===== config.mk =====
export PLATFORM = sky130hd
export DESIGN_NAME = px_stream_proc
export DESIGN_NICKNAME = d
export VERILOG_FILES = /design/src/rtl/px_stream_proc.sv
export SDC_FILE = /design/constraint.sdc
export NUM_CORES = 1
export LEC_CHECK = 0
export BUFFER_PORTS_ARGS = -buffer_cell sky130_fd_sc_hd__buf_2
export CORE_MARGIN = 4
export CORE_UTILIZATION = 38
export CTS_BUF_LIST = sky130_fd_sc_hd__clkbuf_16
export DETAILED_ROUTE_END_ITERATION = 7
export PLACE_DENSITY_LB_ADDON = 0.12
export SYNTH_ARGS = -nofsm -noshare
export SYNTH_HDL_FRONTEND = slang
export SYNTH_SLANG_ARGS = --single-unit

===== constraint.sdc =====
create_clock -name clk -period 6.75 [get_ports clk]
set_input_delay 0.675 -clock clk [delete_from_list [all_inputs] [get_ports clk]]
set_output_delay 0.675 -clock clk [all_outputs]
set_load 0.02 [all_outputs]

===== src/rtl/px_stream_proc.sv =====
// px_stream_proc: per-beat pixel operation (pass / invert / channel reverse /
// saturating gain) feeding a first-word-fall-through circular FIFO with
// valid/ready handshakes on both sides and a sticky saturation flag.
module px_stream_proc #(
    parameter int CH        = 3,
    parameter int DW        = 8,
    parameter int DEPTH     = 4,
    parameter int GAIN_FRAC = 4,
    localparam int AW       = $clog2(DEPTH)
) (
    input  logic              clk,
    input  logic              rst,
    input  logic [1:0]        i_mode,
    input  logic [DW-1:0]     i_gain,
    input  logic              i_valid,
    input  logic [CH*DW-1:0]  i_data,
    output logic              i_ready,
    output logic              o_valid,
    output logic [CH*DW-1:0]  o_data,
    input  logic              o_ready,
    output logic [AW:0]       o_count,
    output logic              o_error
);

    localparam int CW = AW + 1;
    localparam int PW = CH * DW;

    localparam logic [1:0] MODE_PASS = 2'd0;
    localparam logic [1:0] MODE_INV  = 2'd1;
    localparam logic [1:0] MODE_REV  = 2'd2;
    localparam logic [1:0] MODE_GAIN = 2'd3;

    // Multiply one channel by the fixed-point gain, drop the fractional bits
    // and clamp to the channel maximum. Bit DW of the result flags a clamp.
    function automatic logic [DW:0] gain_sat(input logic [DW-1:0] x,
                                             input logic [DW-1:0] g);
        logic [2*DW-1:0] prod;
        logic [2*DW-1:0] shifted;
        prod    = {{DW{1'b0}}, x} * {{DW{1'b0}}, g};
        shifted = prod >> GAIN_FRAC;
        if (shifted > {{DW{1'b0}}, {DW{1'b1}}}) begin
            gain_sat = {1'b1, {DW{1'b1}}};
        end else begin
            gain_sat = {1'b0, shifted[DW-1:0]};
        end
    endfunction

    // State
    logic [PW-1:0] mem_q [DEPTH];
    logic [PW-1:0] mem_d [DEPTH];
    logic [AW-1:0] wr_ptr_q, wr_ptr_d;
    logic [AW-1:0] rd_ptr_q, rd_ptr_d;
    logic [CW-1:0] count_q,  count_d;
    logic          error_q,  error_d;

    // Combinational helpers
    logic [PW-1:0] result_s;
    logic          sat_any_s;
    logic [DW:0]   gain_s;
    logic          push_s;
    logic          pop_s;

    // Handshake: full means no push even if a pop happens this cycle.
    always_comb begin
        i_ready = ~rst & (count_q < CW'(DEPTH));
        o_valid = (count_q != {CW{1'b0}});
        push_s  = i_valid & i_ready;
        pop_s   = o_valid & o_ready;
    end

    // Per-channel operation selected by i_mode for the beat being offered.
    always_comb begin
        result_s  = {PW{1'b0}};
        sat_any_s = 1'b0;
        gain_s    = {(DW+1){1'b0}};
        for (int k = 0; k < CH; k++) begin
            case (i_mode)
                MODE_PASS: begin
                    result_s[k*DW +: DW] = i_data[k*DW +: DW];
                end
                MODE_INV: begin
                    result_s[k*DW +: DW] = ~i_data[k*DW +: DW];
                end
                MODE_REV: begin
                    result_s[k*DW +: DW] = i_data[(CH-1-k)*DW +: DW];
                end
                MODE_GAIN: begin
                    gain_s               = gain_sat(i_data[k*DW +: DW], i_gain);
                    result_s[k*DW +: DW] = gain_s[DW-1:0];
                    sat_any_s            = sat_any_s | gain_s[DW];
                end
                default: begin
                    result_s[k*DW +: DW] = i_data[k*DW +: DW];
                end
            endcase
        end
    end

    // Next-state for pointers, occupancy and the sticky saturation flag.
    always_comb begin
        wr_ptr_d = wr_ptr_q;
        rd_ptr_d = rd_ptr_q;
        count_d  = count_q;
        if (push_s) begin
            wr_ptr_d = wr_ptr_q + {{(AW-1){1'b0}}, 1'b1};
        end else begin
            wr_ptr_d = wr_ptr_q;
        end
        if (pop_s) begin
            rd_ptr_d = rd_ptr_q + {{(AW-1){1'b0}}, 1'b1};
        end else begin
            rd_ptr_d = rd_ptr_q;
        end
        case ({push_s, pop_s})
            2'b10:   count_d = count_q + {{(CW-1){1'b0}}, 1'b1};
            2'b01:   count_d = count_q - {{(CW-1){1'b0}}, 1'b1};
            default: count_d = count_q;
        endcase
        if (push_s && (i_mode == MODE_GAIN) && sat_any_s) begin
            error_d = 1'b1;
        end else begin
            error_d = error_q;
        end
    end

    // Storage next-state: only the slot under the write pointer changes.
    always_comb begin
        for (int i = 0; i < DEPTH; i++) begin
            mem_d[i] = mem_q[i];
        end
        if (push_s) begin
            mem_d[wr_ptr_q] = result_s;
        end else begin
            mem_d[wr_ptr_q] = mem_q[wr_ptr_q];
        end
    end

    // Control registers with synchronous reset; reset discards queued beats.
    always_ff @(posedge clk) begin
        if (rst) begin
            wr_ptr_q <= {AW{1'b0}};
            rd_ptr_q <= {AW{1'b0}};
            count_q  <= {CW{1'b0}};
            error_q  <= 1'b0;
        end else begin
            wr_ptr_q <= wr_ptr_d;
            rd_ptr_q <= rd_ptr_d;
            count_q  <= count_d;
            error_q  <= error_d;
        end
    end

    // Storage array; contents need no reset because o_data is gated by o_valid.
    always_ff @(posedge clk) begin
        for (int i = 0; i < DEPTH; i++) begin
            mem_q[i] <= mem_d[i];
        end
    end

    // Output view of the FIFO head and status.
    always_comb begin
        if (o_valid) begin
            o_data = mem_q[rd_ptr_q];
        end else begin
            o_data = {PW{1'b0}};
        end
        o_count = count_q;
        o_error = error_q;
    end

endmodule


==> flow_summary.toml, run 1 <==
[run_status]
status = "finished clean"

[setup_path]
worst_path_largest_cell_delay_ns = 0.69
crit_family = "adder cells"
cp-end-kind = "flip-flop"
crit_required_ns = 6.83
crit_buf_inv = 2
cp-start-kind = "input port"
slowest_stage = "o31ai_1"
cp_common_cell = "fa_1"
ff2ff_path_depth = 10
worstPathArrival_ns = 5.90
critical_path_class = "in2reg"
crit_fanout = 24
path_depth = 15
worstPathCellList = "buf_2, nand2_1, fa_1, fa_1, inv_1, fa_1, fa_1, ha_1, a2111oi_0, a211oi_1, a21oi_1, a211o_1, nand4_1, o31ai_1, a21oi_1"

[timing]
max_freq_mhz = 172
rsz0062_at_grt = "false"
final-hold-violation-count = 0
skew_ns = 0.00821
timing.hold.ws_ns = 0.519
maxSlewViolCount = 0
tns_ns = 0
worstMarginPinSlew_ns = 1.00
layout_min_cycle_time_ns = 5.81
setup_viol = 0
finalCritPeriodShare = 0.861
max_slew_margin = 0.333

[power]
power_uw = 4290
p_per_area_mw_per_mm2 = 314
power.net_switching_uw = 2010
power_frac_comb = 0.644
p_sw_frac = 0.467
intPower_uw = 2290
p_seq_frac = 0.238
p_leak_uw = 0.00573
clkPwrFrac = 0.117
vdd_drop_max_v = 0.000190

[global_routing]
antenna_found_initial = 2
grt_use_total = 0.185
grt_max_degree = 39
grt_pass1_vias = 9528
overflow = 0
grt_pass1_wl_mm = 53.4

[clock_tree]
hold_buffers = 0
cts_made_buffers = 9
clk_pin_slew_worst_paths_ns = 0.07
insertion_delay_ns = 0.36
cts_tree = "built"
root_buffer = "clkbuf_16"
cts_setup_buffers = 0
cts.sinks = 108
ctsResizeCount = 0
clockBufferDepth = 2
cts_max_level = 3

[synth]
synth_area_mm2 = 0.0127
synthArstFlopShare = 0
syn_inst = 1271
yosysWarningCount = 0
avgSynthCellArea_um2 = 10.0
synth_edf_count = 96
yosysUniqueCellTypes = 62
synth_seq_cells = 108
syn_nets = 1522
synth_flop_cell = "edfxtp_1"
ys_seq_area_frac = 0.246

[drt]
ant_nets = 0
wl_per_cell_um = 19.1
first_pass_iters = 4
drt-total-wl_mm = 33.1
drt_iter0_markers = 513
drc = 0
num_vias = 9305
via_per_inst = 5.37

[floorplan]
ios = 68
rows = 66
core_mm2 = 0.0328
die_h_um = 191
initial_core_util = 0.388
die_x_um = 191
die_area_mm2 = 0.0364

[final_layout]
syn_to_final_growth_pct = 7.51
layout_commonest_cell = "and2_1"
fillCellCount = 3268
drive_gt1_frac = 0.132
nets = 1534
layout_common_cells = "and2_1, inv_1, a21oi_1"

[place]
gp_congestion = 0.832
portBuffers = 67
hpwl_mm = 24.6

[job]
cap_violations = 0

[hold_path]
hp-class = "reg2reg"
min_path_cells = 2
## sequential cells by signal, indices dropped and copies added, names as in the netlist, named ones only
name,cells
mem_q,96
o_count,3
o_error,1
rd_ptr_q,2
wr_ptr_q,2
## final timing paths
check                               start                       to  slack, ns
setup reg to reg  o_count[2]$_SDFFE_PP0P_  o_count[2]$_SDFFE_PP0P_       3.72
hold reg to reg   o_count[2]$_SDFFE_PP0P_  o_count[2]$_SDFFE_PP0P_       0.52
hold / removal    o_count[2]$_SDFFE_PP0P_  o_count[2]$_SDFFE_PP0P_       0.52
setup / recovery                i_gain[6]    mem_q[2][4]$_DFFE_PP_       0.94
## cell type report
cell class                      instances  area, µm²  share of cell area
Clock inverter                          6       28.8             0.00211
Tap cell                              442        553              0.0405
Antenna cell                            2       5.00            0.000366
Clock buffer                           10        250              0.0183
Sequential cell                       108       3130               0.229
Timing Repair Buffer                   80        433              0.0317
Multi-Input combinational cell        922       8660               0.634
Inverter                              162        608              0.0445
## through the flow
step	instances	instance area (µm²)	util	setup slack, ns
6_report	1732	13700	0.417	0.938
4_1_cts	1730	13700	0.417	0.909
5_1_grt	1732	13700	0.417	0.532
2_1_floorplan	1271	12700	-	1.29
3_5_place_dp	1714	13400	0.408	0.519
3_3_place_gp	1714	13400	0.408	0.647
## tightest hold or removal path: stages, from the launching register on
cell	delay, ns
dfxtp_1	0.34
o21ai_0	0.08
a21oi_1	0.06
## logic make-up (layout without fill, tap and decap cells)
family	after synthesis	in the layout	synth area share
and+or+nand+nor	345	345	0.147
AOI/OAI and AO/OA	268	268	0.140
buffers and inverters	241	258	0.0729
adders and majority gates	213	213	0.274
other	0	2	0
DFF	108	108	0.246
muxes	63	63	0.0975
xor gates and xnor gates	33	33	0.0227
## synth_stat cells, types with 9 or more instances
library cell	instances	area share
dfxtp_1	12	0.019
mux4_2	48	0.085
edfxtp_1	96	0.23
a21o_1	9	0.0053
o21ai_0	33	0.013
nor2_1	40	0.012
clkbuf_1	65	0.019
fa_1	109	0.17
nand3_1	14	0.0055
ha_1	104	0.10
and2_1	173	0.085
mux2i_1	10	0.0079
nor3_1	12	0.0047
a21oi_1	111	0.044
xnor2_1	19	0.013
xor2_1	14	0.0096
a211oi_1	51	0.030
o221ai_1	10	0.0069
nand2_1	71	0.021
nor2b_1	9	0.0044
inv_1	158	0.047
## metal layers
| metal | global-route usage | share of wire | up-vias | wire [µm] |
|---|---|---|---|---|
| li1 | - | - | 4447 | - |
| met1 | 0.259 | 0.47 | 4674 | 15600 |
| met2 | 0.317 | 0.48 | 154 | 16000 |
| met3 | 0.0166 | 0.028 | 30 | 936 |
| met4 | 0.0395 | 0.015 | 0 | 488 |
| met5 | 0 | 0 | - | 0 |
## power by group through the flow
| stage | clock network [µW] | registers (µW) | logic [µW] |
|---|---|---|---|
| floorplan | 0 | 956 | 2110 |
| global placement | 0 | 1040 | 2760 |
| detailed placement | 0 | 1050 | 2770 |
| CTS | 513 | 1030 | 2790 |
| global route | 540 | 1050 | 3110 |
| finish | 504 | 1020 | 2770 |
Power figures use the tool's default switching activity.
==> run 2: changes to the inputs <==
--- a/config.mk
+++ b/config.mk
@@ -11,6 +11,7 @@
 export CTS_BUF_LIST = sky130_fd_sc_hd__clkbuf_16
 export DETAILED_ROUTE_END_ITERATION = 7
 export PLACE_DENSITY_LB_ADDON = 0.12
+export RECOVER_POWER = 100
 export SYNTH_ARGS = -nofsm -noshare
 export SYNTH_HDL_FRONTEND = slang
 export SYNTH_SLANG_ARGS = --single-unit
==> run 2 against run 1 <==
Effect of this change:
- the run now ends with max-capacitance violations, max-slew violations left
- worst setup slack worse by 0.21 ns
- combinational power is 2% lower
- sequential share of layout area rose by 0.19 points
- register-to-register slack got worse by 1.4 ns
- largest power group unchanged
- highest routed layer unchanged
==> flow_summary.toml, run 2 (synthesized netlist as in run 1, its figures left out) <==
[setup_path]
worstPathArrival_ns = 6.10
rr_startpoint = "o_count[2]$_SDFFE_PP0P_"
ff2ff_path_depth = 6
cp-start-kind = "input port"
crit_fanout = 24
reg2reg_slack_ns = 2.32
crit_start = "i_gain[2]"
reg2reg_to = "mem_q[0][1]$_DFFE_PP_"
cp-end-kind = "flip-flop"
critical_path_class = "in2reg"
crit_required_ns = 6.82

[drt]
drt_iter0_markers = 511
drt-total-wl_mm = 33.1
ant_nets = 0
first_pass_iters = 5
wl_per_cell_um = 19.1
num_vias = 9304
drc = 0
via_per_inst = 5.37

[run_status]
status = "finished with violations"
violations = "max-capacitance violations, max-slew violations"

[final_layout]
regMostFlops = "mem_q"
final_cell_area_mm2 = 0.0135
drive_gt1_frac = 0.0955
finish.utilization = 0.413
syn_to_final_growth_pct = 6.57
layout_common_cells = "and2_1, inv_1, a21oi_1"
largest_reg_flops = 96
fillCellCount = 3285
nets = 1534
layout_commonest_cell = "and2_1"

[timing]
max_freq_mhz = 166
final-hold-violation-count = 0
skew_ns = 0.00836
setup_viol = 0
worstMarginPinSlew_ns = 2.10
maxSlewViolCount = 188
layout_min_cycle_time_ns = 6.03
setup_ws_ns = 0.723
timing.hold.ws_ns = 0.520
tns_ns = 0
max_slew_margin = -0.401
finalCritPeriodShare = 0.893
rsz0062_at_grt = "false"

[floorplan]
initial_core_util = 0.388
die_area_mm2 = 0.0364
ios = 68
core_mm2 = 0.0328
die_h_um = 191
rows = 66
die_x_um = 191

[clock_tree]
insertion_delay_ns = 0.36
root_buffer = "clkbuf_16"
clk_pin_slew_worst_paths_ns = 0.07
cts_made_buffers = 9
ctsResizeCount = 0
cts_setup_buffers = 0
hold_buffers = 0
cts_tree = "built"
cts_max_level = 3
cts.sinks = 108
clockBufferDepth = 2

[global_routing]
busiest_layer = "met2"
overflow = 0
use_met2 = 0.317
grt_max_degree = 39
use_met3 = 0.0166
grt_pass1_wl_mm = 53.4
grt_use_total = 0.185
grt_use_met1 = 0.259
grt_pass1_vias = 9528
antenna_found_initial = 2

[hold_path]
holdPathEnd = "o_count[2]$_SDFFE_PP0P_"
hold_start = "o_count[2]$_SDFFE_PP0P_"
min_path_cells = 2
hp-class = "reg2reg"

[power]
p_per_area_mw_per_mm2 = 313
vdd_drop_max_v = 0.000185
p_leak_uw = 0.00557

[place]
portBuffers = 67
gp_congestion = 0.832
pre_cts_slack_ns = 0.519
place_area_mm2 = 0.0134
hpwl_mm = 24.6

[job]
cap_violations = 6
-- run 2: worst max-delay path: stages --
cell       delay (ns)
buf_2            0.25
and2_0           0.23
fa_1             0.54
inv_1            0.06
fa_1             0.52
inv_1            0.05
fa_1             0.51
fa_1             0.42
ha_1             0.37
a21o_1           0.20
a221oi_1         0.67
o21ai_2          0.16
or3_4            0.45
a2111oi_1        0.80
a21oi_1          0.17
-- run 2: per-layer routing --
metal / wire (µm) / vias up
li1: - / 4449
met1: 15700 / 4693
met2: 16000 / 127
met3: 905 / 35
met4: 517 / 0
met5: 0 / -
-- run 2: worst max path at each step --
stage | endpoint | slack (ns)
after floorplan | mem_q[0][10]$_DFFE_PP_ | 1.29
after global placement | mem_q[0][4]$_DFFE_PP_ | 0.65
after detailed placement | mem_q[2][4]$_DFFE_PP_ | 0.52
after CTS | mem_q[2][4]$_DFFE_PP_ | 0.91
after global routing | mem_q[2][12]$_DFFE_PP_ | 0.27
final | mem_q[0][12]$_DFFE_PP_ | 0.72
-- run 2: stage by stage --
step,instances,power (µW)
after CTS,1730,4330
final,1732,4240
after detailed placement,1714,3820
after global routing,1732,4640
after floorplan,1271,3060
after global placement,1714,3800
-- run 2: final cells by class --
type                            count  area [µm²]  area share
Antenna cell                        2        5.00    0.000369
Clock buffer                       10         250      0.0185
Clock inverter                      6        28.8     0.00212
Inverter                          162         608      0.0449
Multi-Input combinational cell    922        8600       0.635
Sequential cell                   108        3130       0.231
Tap cell                          442         553      0.0408
Timing Repair Buffer               80         374      0.0276
-- run 2: where the power goes --
group	total (µW)	switching [µW]	internal [µW]
Combinational	2710	1620	1090
Clock	506	237	269
Sequential	1030	127	900
